[src/rtl/countdown_mmss.sv]
// MM:SS countdown timer: loads a clamped minutes/seconds value, decrements it once
// per PRESCALE clocks while running, supports pause/resume and flags expiry at 00:00.
module countdown_mmss #(
  parameter int unsigned PRESCALE = 60,
  parameter int unsigned MAX_VAL  = 59
) (
  input  logic       clk,
  input  logic       rst,
  input  logic       load,
  input  logic [5:0] min_in,
  input  logic [5:0] sec_in,
  input  logic       start,
  input  logic       pause,
  output logic [5:0] min_out,
  output logic [5:0] sec_out,
  output logic       running,
  output logic       done,
  output logic       expired
);

  localparam logic [5:0] PRE_TOP = 6'(PRESCALE);
  localparam logic [5:0] VAL_TOP = 6'(MAX_VAL);

  typedef enum logic [1:0] {IDLE, RUN, PAUSE, DONE} state_t;

  state_t     state_q, state_nx;
  logic [5:0] min_q, min_nx;
  logic [5:0] sec_q, sec_nx;
  logic [5:0] pre_q, pre_nx;
  logic       armed_q, armed_nx;
  logic       done_q, done_nx;
  logic       advance;

  function automatic logic [5:0] clamp(input logic [5:0] v);
    return (v > VAL_TOP) ? VAL_TOP : v;
  endfunction

  // NOTE: every signal written here gets a default first, so no path leaves a
  // value unassigned and no latch is inferred.
  always_comb begin
    state_nx = state_q;
    min_nx   = min_q;
    sec_nx   = sec_q;
    pre_nx   = pre_q;
    armed_nx = armed_q;
    done_nx  = 1'b0;
    advance  = 1'b0;

    if (load) begin
      min_nx   = clamp(min_in);
      sec_nx   = clamp(sec_in);
      pre_nx   = 6'd1;
      state_nx = IDLE;
      armed_nx = 1'b1;
    end else begin
      unique case (state_q)
        IDLE: begin
          // A start after reset is ignored until a value has been loaded.
          if (start && !pause && armed_q) begin
            if ((min_q != 6'd0) || (sec_q != 6'd0)) begin
              state_nx = RUN;
              pre_nx   = 6'd1;
            end else begin
              state_nx = DONE;
              done_nx  = 1'b1;
            end
          end
        end
        RUN: begin
          if (pause) state_nx = PAUSE;
          else       advance  = 1'b1;
        end
        PAUSE: begin
          // The resume edge counts as a running edge, so the held phase carries on.
          if (start && !pause) begin
            state_nx = RUN;
            advance  = 1'b1;
          end
        end
        DONE: ;
        default: state_nx = IDLE;
      endcase

      if (advance) begin
        if (pre_q == PRE_TOP) begin
          pre_nx = 6'd1;
          if (sec_q != 6'd0) begin
            sec_nx = sec_q - 6'd1;
          end else if (min_q != 6'd0) begin
            min_nx = min_q - 6'd1;
            sec_nx = VAL_TOP;
          end
          if ((min_nx == 6'd0) && (sec_nx == 6'd0)) begin
            state_nx = DONE;
            done_nx  = 1'b1;
          end
        end else begin
          pre_nx = pre_q + 6'd1;
        end
      end
    end
  end

  // NOTE: state registers use non-blocking assignments so every flop samples
  // the values from before the edge, independent of statement order.
  always_ff @(posedge clk or negedge rst) begin
    if (!rst) begin
      state_q <= IDLE;
      min_q   <= 6'd0;
      sec_q   <= 6'd0;
      pre_q   <= 6'd1;
      armed_q <= 1'b0;
      done_q  <= 1'b0;
    end else begin
      state_q <= state_nx;
      min_q   <= min_nx;
      sec_q   <= sec_nx;
      pre_q   <= pre_nx;
      armed_q <= armed_nx;
      done_q  <= done_nx;
    end
  end

  assign min_out = min_q;
  assign sec_out = sec_q;
  assign running = (state_q == RUN);
  assign expired = (state_q == DONE);
  assign done    = done_q;

endmodule
[config.mk]
export PLATFORM = sky130hd
export DESIGN_NAME = countdown_mmss
export DESIGN_NICKNAME = d
export VERILOG_FILES = /design/src/rtl/countdown_mmss.sv
export SDC_FILE = /design/constraint.sdc
export NUM_CORES = 1
export LEC_CHECK = 0
export BUFFER_PORTS_ARGS = -buffer_cell sky130_fd_sc_hd__buf_2
export CAP_MARGIN = 20
export CELL_PAD_IN_SITES_DETAIL_PLACEMENT = 0
export CELL_PAD_IN_SITES_GLOBAL_PLACEMENT = 1
export CORE_MARGIN = 2
export CORE_UTILIZATION = 43
export DETAILED_ROUTE_END_ITERATION = 10
export GPL_ROUTABILITY_DRIVEN = 0
export GPL_TIMING_DRIVEN = 0
export PLACE_DENSITY = 0.81
export SKIP_CTS_REPAIR_TIMING = 1
export SYNTH_ARGS = -nofsm -noshare
export SYNTH_HDL_FRONTEND = slang
export SYNTH_SLANG_ARGS = --single-unit
[constraint.sdc]
create_clock -name clk -period 3.6 [get_ports clk]
set_clock_uncertainty 0.15 [all_clocks]
set_input_delay 0.18 -clock clk [delete_from_list [all_inputs] [get_ports clk]]
set_output_delay 0.18 -clock clk [all_outputs]
set_load 0.005 [all_outputs]
# Word level (Yosys, flattened, before mapping)
# Index checks and enable logic that the tools add are counted.
# totals
output_inout_bits,15
in_bits,17
register_bits,22
wordCells,76
# classes
mux,44
n_eq_ne,4
n_reduce_logical,17
add_sub_neg,3
n_lt_le_gt_ge,2
# ops
cell,count
$mux 6,24
$mux 2,8
$gt 6x6->1 const B,2
$logic_not 6->1,2
$reduce_bool 6->1,2
$sub 6x1->6 const B,2
$mux 1,10
$reduce_bool 3->1,3
$add 6x1->6 const B,1
$eq 6x6->1 const B,1
$pmux 2 s3,1
$eq 2x2->1 const B,2
$reduce_bool 2->1,2
$logic_and 1x1->1,3
$reduce_and 3->1,1
$eq 2x1->1 const B,1
$logic_not 2->1,1
$pmux 1 s2,1
$reduce_and 2->1,1
$logic_not 1->1,1
$logic_or 1x1->1,1

# Longest topological paths before layout
# depth
ltp_word,13
ltp_mapped,8
mapped_depth_nobuf,7

# Worst setup path after synthesis
# No wires, ideal clock.
# synth_timing
path_kind,register -> register
start,register sec_q[0] (netlist: sec_out[0])
end,register min_q[5] (netlist: min_out[5])
path_buffers,1
synth_period_minus_slack_ps,2239
stages_incl_launch_ff,9
required_ps,3325
arrival_time_ps,1965
slack_ps,1361
setup_time_ps,125
path_cell_list,dfrtp_1 -> inv_1 -> ha_1 -> nor3b_2 -> and2_0 -> buf_2 -> nand3_1 -> mux2_1 -> mux2_2
# synth_between
elab_chain_cells,8
# synth_lines
element,line_no,text
"start, declared",28,"logic [5:0] sec_q, sec_nx;"
"start signal, assigned",117,sec_q <= sec_nx;
$reduce_bool 6->1,87,if (sec_q != 6'd0) begin
$mux 6,87,
$mux 6,85,if (pre_q == PRE_TOP) begin
$mux 6,84,if (advance) begin
$mux 6,49,if (load) begin
$mux 6,85,
$mux 6,84,
$mux 6,49,
"end signal, assigned",116,min_q <= min_nx;
"end, declared",27,"logic [5:0] min_q, min_nx;"
# No other way between the ends. The select of a mux whose other input is x is not followed.
# A chain may end at the register's enable or synchronous reset.

# Worst setup path after layout
# Same ends and word-level chain as after synthesis.

==> results by group <==
Floorplan
  – Starting density of the core: 45.48%
  – Core area: 3390 um2
  – Die Area: 4080 um2
  – Row cnt: 21
  – Die span in x: 63.88 um
  – Die H: 63.88 um
  – Top-Level Pins: 32

Yosys
  – Ys Warns: 0
  – Post-synth EDFFs: 0
  – Post-Syn Area per Cell: 8.612 um2
  – Synth Flop Type: dfrtp_1
  – Largest cells by area after synthesis: dfrtp_1 (34%), ha_1 (6.5%), o21ai_0 (5.5%)
  – Count of different cell masters after synthesis: 46
  – Mapped Area: 1541 um2
  – Sequential share of the synthesized area: 35.80%
  – Syn Inst Count: 179
  – Async SR Flop Fraction: 100.0%
  – Syn_nets: 204
  – Synth area leader: dfrtp_1
  – Synth top area share: 34.09%
  – Flops & latches, synth: 22

STA
  – Setup-failing EPs final: 0
  – Max-slew headroom: 59.57%
  – Max-slew violations: 0
  – RSZ-0062 raised after global routing: no
  – FMAX: 391.6 MHz
  – Actual slew at the worst max-slew pin: 0.6020 ns
  – Period Utilization, post-route: 70.94%
  – Fin. Hold Viols: 0
  – WHS: 0.1519 ns
  – Setup TNS Final: 0 ns
  – Fin crit period: 2.554 ns

Layout
  – Layout Utilization: 56.22%
  – Design area: 1906 um2
  – Most common cell after layout, fill and taps aside: buf_2
  – Nets: 252
  – Layout cells sized above 1: 20.80%
  – Area Growth Syn to Fin: 23.62%
  – Ant. Diodes: 0
  – Most frequent cells in the layout: buf_2 (31), dfrtp_1 (21), o21ai_0 (17)

Global route
  – GRT Residual Overflow: 0
  – First-pass GRT wire length: 6361 um
  – Largest net degree at the start of global routing: 23
  – Vias in the first global route: 1,364
  – GRT Total Usage: 19.69%
  – Initial antenna violation count: 0

Routing
  – Post-DR wirelength/cell: 14.21 um
  – Post-Route WL: 3866 um
  – Post-route antenna net violation count: 0
  – Via count: 1,485
  – Avg Vias per Cell: 5.460
  – Drc violations: 0
  – 1st-iter DRT viols: 62
  – DR pass1 iterations: 4

Run status
  – Status: complete, no violations

Min path
  – Worst hold-check path type: in -> reg

Place
  – IO Port Bufs: 30
  – Placed wire-length estimate: 2852 um
  – DP Area: 1749 um2

Worst setup path
  – WP data arrival: 2.61 ns
  – Reg-to-reg slack, setup: 1.05 ns
  – CP Max Fanout: 6
  – Crit path kind: reg -> reg
  – Worst setup EP type: flip-flop
  – Worst Reg-to-Reg Cells: 8
  – Crit path launch: sec_out[0]$_DFFE_PN0P_
  – RR Startpoint: sec_out[0]$_DFFE_PN0P_
  – Critical path capture point: min_out[5]$_DFFE_PN0P_
  – WP data required: 3.66 ns
  – Worst r2r dst: min_out[5]$_DFFE_PN0P_
  – Critical path launch point type: flip-flop

Run
  – Max cap viols: 0

Pwr
  – IR drop worst, VDD: 0.0001775 V
  – Pwr/cell area: 281.0 nW/um2
  – Leakage power: 0.8716 nW

Clock network
  – CTS max path bufs: 2
  – Clk pin slew, worst setup/hold paths: 0.13 ns
  – Clock Latency Late Sink: 0.32 ns
  – CTS tree: yes
  – Clock root buffer: clkbuf_4
  – Inserted Clock Buffers: 3
  – Num Clock Sinks: 22
  – H-Tree Depth: 1
-- where the power goes --
group	leakage, nW	switching, W	internal [W]
clock	0.0150	0.0000795	0.0000434
sequential	0.272	0.0000215	0.000262
combinational	0.584	0.0000675	0.0000620
-- worst min path at each step --
stage,start,end,cells after the start
after floorplan,rst,armed_q$_DFFE_PN0P_,0
after global placement,rst,armed_q$_DFFE_PN0P_,1
after detailed placement,rst,armed_q$_DFFE_PN0P_,1
after CTS,rst,state_q[1]$_DFF_PN0_,1
after global routing,pause,state_q[1]$_DFF_PN0_,4
final,pause,state_q[1]$_DFF_PN0_,4
-- metal layers --
metal	wire length (um)	global-route usage, %	up-vias	share of wire, %
met5	0	0	-	0
met4	70	6.522	0	1.8
met3	153	2.641	6	4.0
met2	1866	32.16	46	48
met1	1776	26.78	693	46
li1	-	-	740	-
-- synth_stat cells (2+ instances only) --
cell,instances
inv_1,15
and3_1,2
a21o_1,2
dfrtp_1,21
mux2_2,3
nand2b_1,2
a21oi_1,12
o21a_1,2
o22a_1,2
ha_1,8
mux2i_1,5
a31oi_1,3
nor2b_1,3
o21ai_0,17
clkbuf_1,4
or3_1,7
nand4_1,3
xnor2_1,2
nand3_1,8
nor3_1,9
o21bai_1,2
nor2_1,12
nand2_1,12
-- worst max-delay path, stage by stage (launching register included) --
cell     delay, ns
dfrtp_1       0.47
inv_1         0.12
ha_1          0.27
nor3b_2       0.41
and2_0        0.17
buf_2         0.17
nand3_1       0.09
mux2_1        0.33
mux2_2        0.26
-- logic make-up (layout without fill, tap and decap cells) --
family                   count (synthesis)  in the layout  share of synthesized area [%]
adder cells (fa/ha/maj)                  8              8                          6.494
XOR/XNOR                                 2              2                          1.137
multiplexers                             9              9                          6.169
AND/OR/NAND/NOR                         68             68                          24.92
AO/OA/AOI/OAI                           50             50                          20.54
buffers and inverters                   20             67                          4.950
flip-flops                              22             22                          35.80
-- registers in the layout, summed over array words and instances, names as in the netlist --
signal   cells
min_out      6
pre_q        6
sec_out      6
state_q      2
armed_q      1
done         1
-- cell type report --
class / count / area (um2)
sequential: 22 / 551.8
timing repair buffer: 43 / 280.3
fill: 312 / 1484
clock buffer: 4 / 26.28
inverter: 15 / 56.30
buffer: 5 / 20.02
multi-input combinational: 137 / 913.4
tap: 46 / 57.56
-- metrics by stage --
step | setup slack, ns | instances | power [W]
floorplan | 1.361 | 179 | 0.0003575
detailed placement | 1.107 | 255 | 0.0004070
global placement | 1.114 | 255 | 0.0004032
CTS | 1.047 | 259 | 0.0005301
global route | 0.8057 | 272 | 0.0005689
finish | 1.046 | 272 | 0.0005354
(Power assumes the default switching activity.)
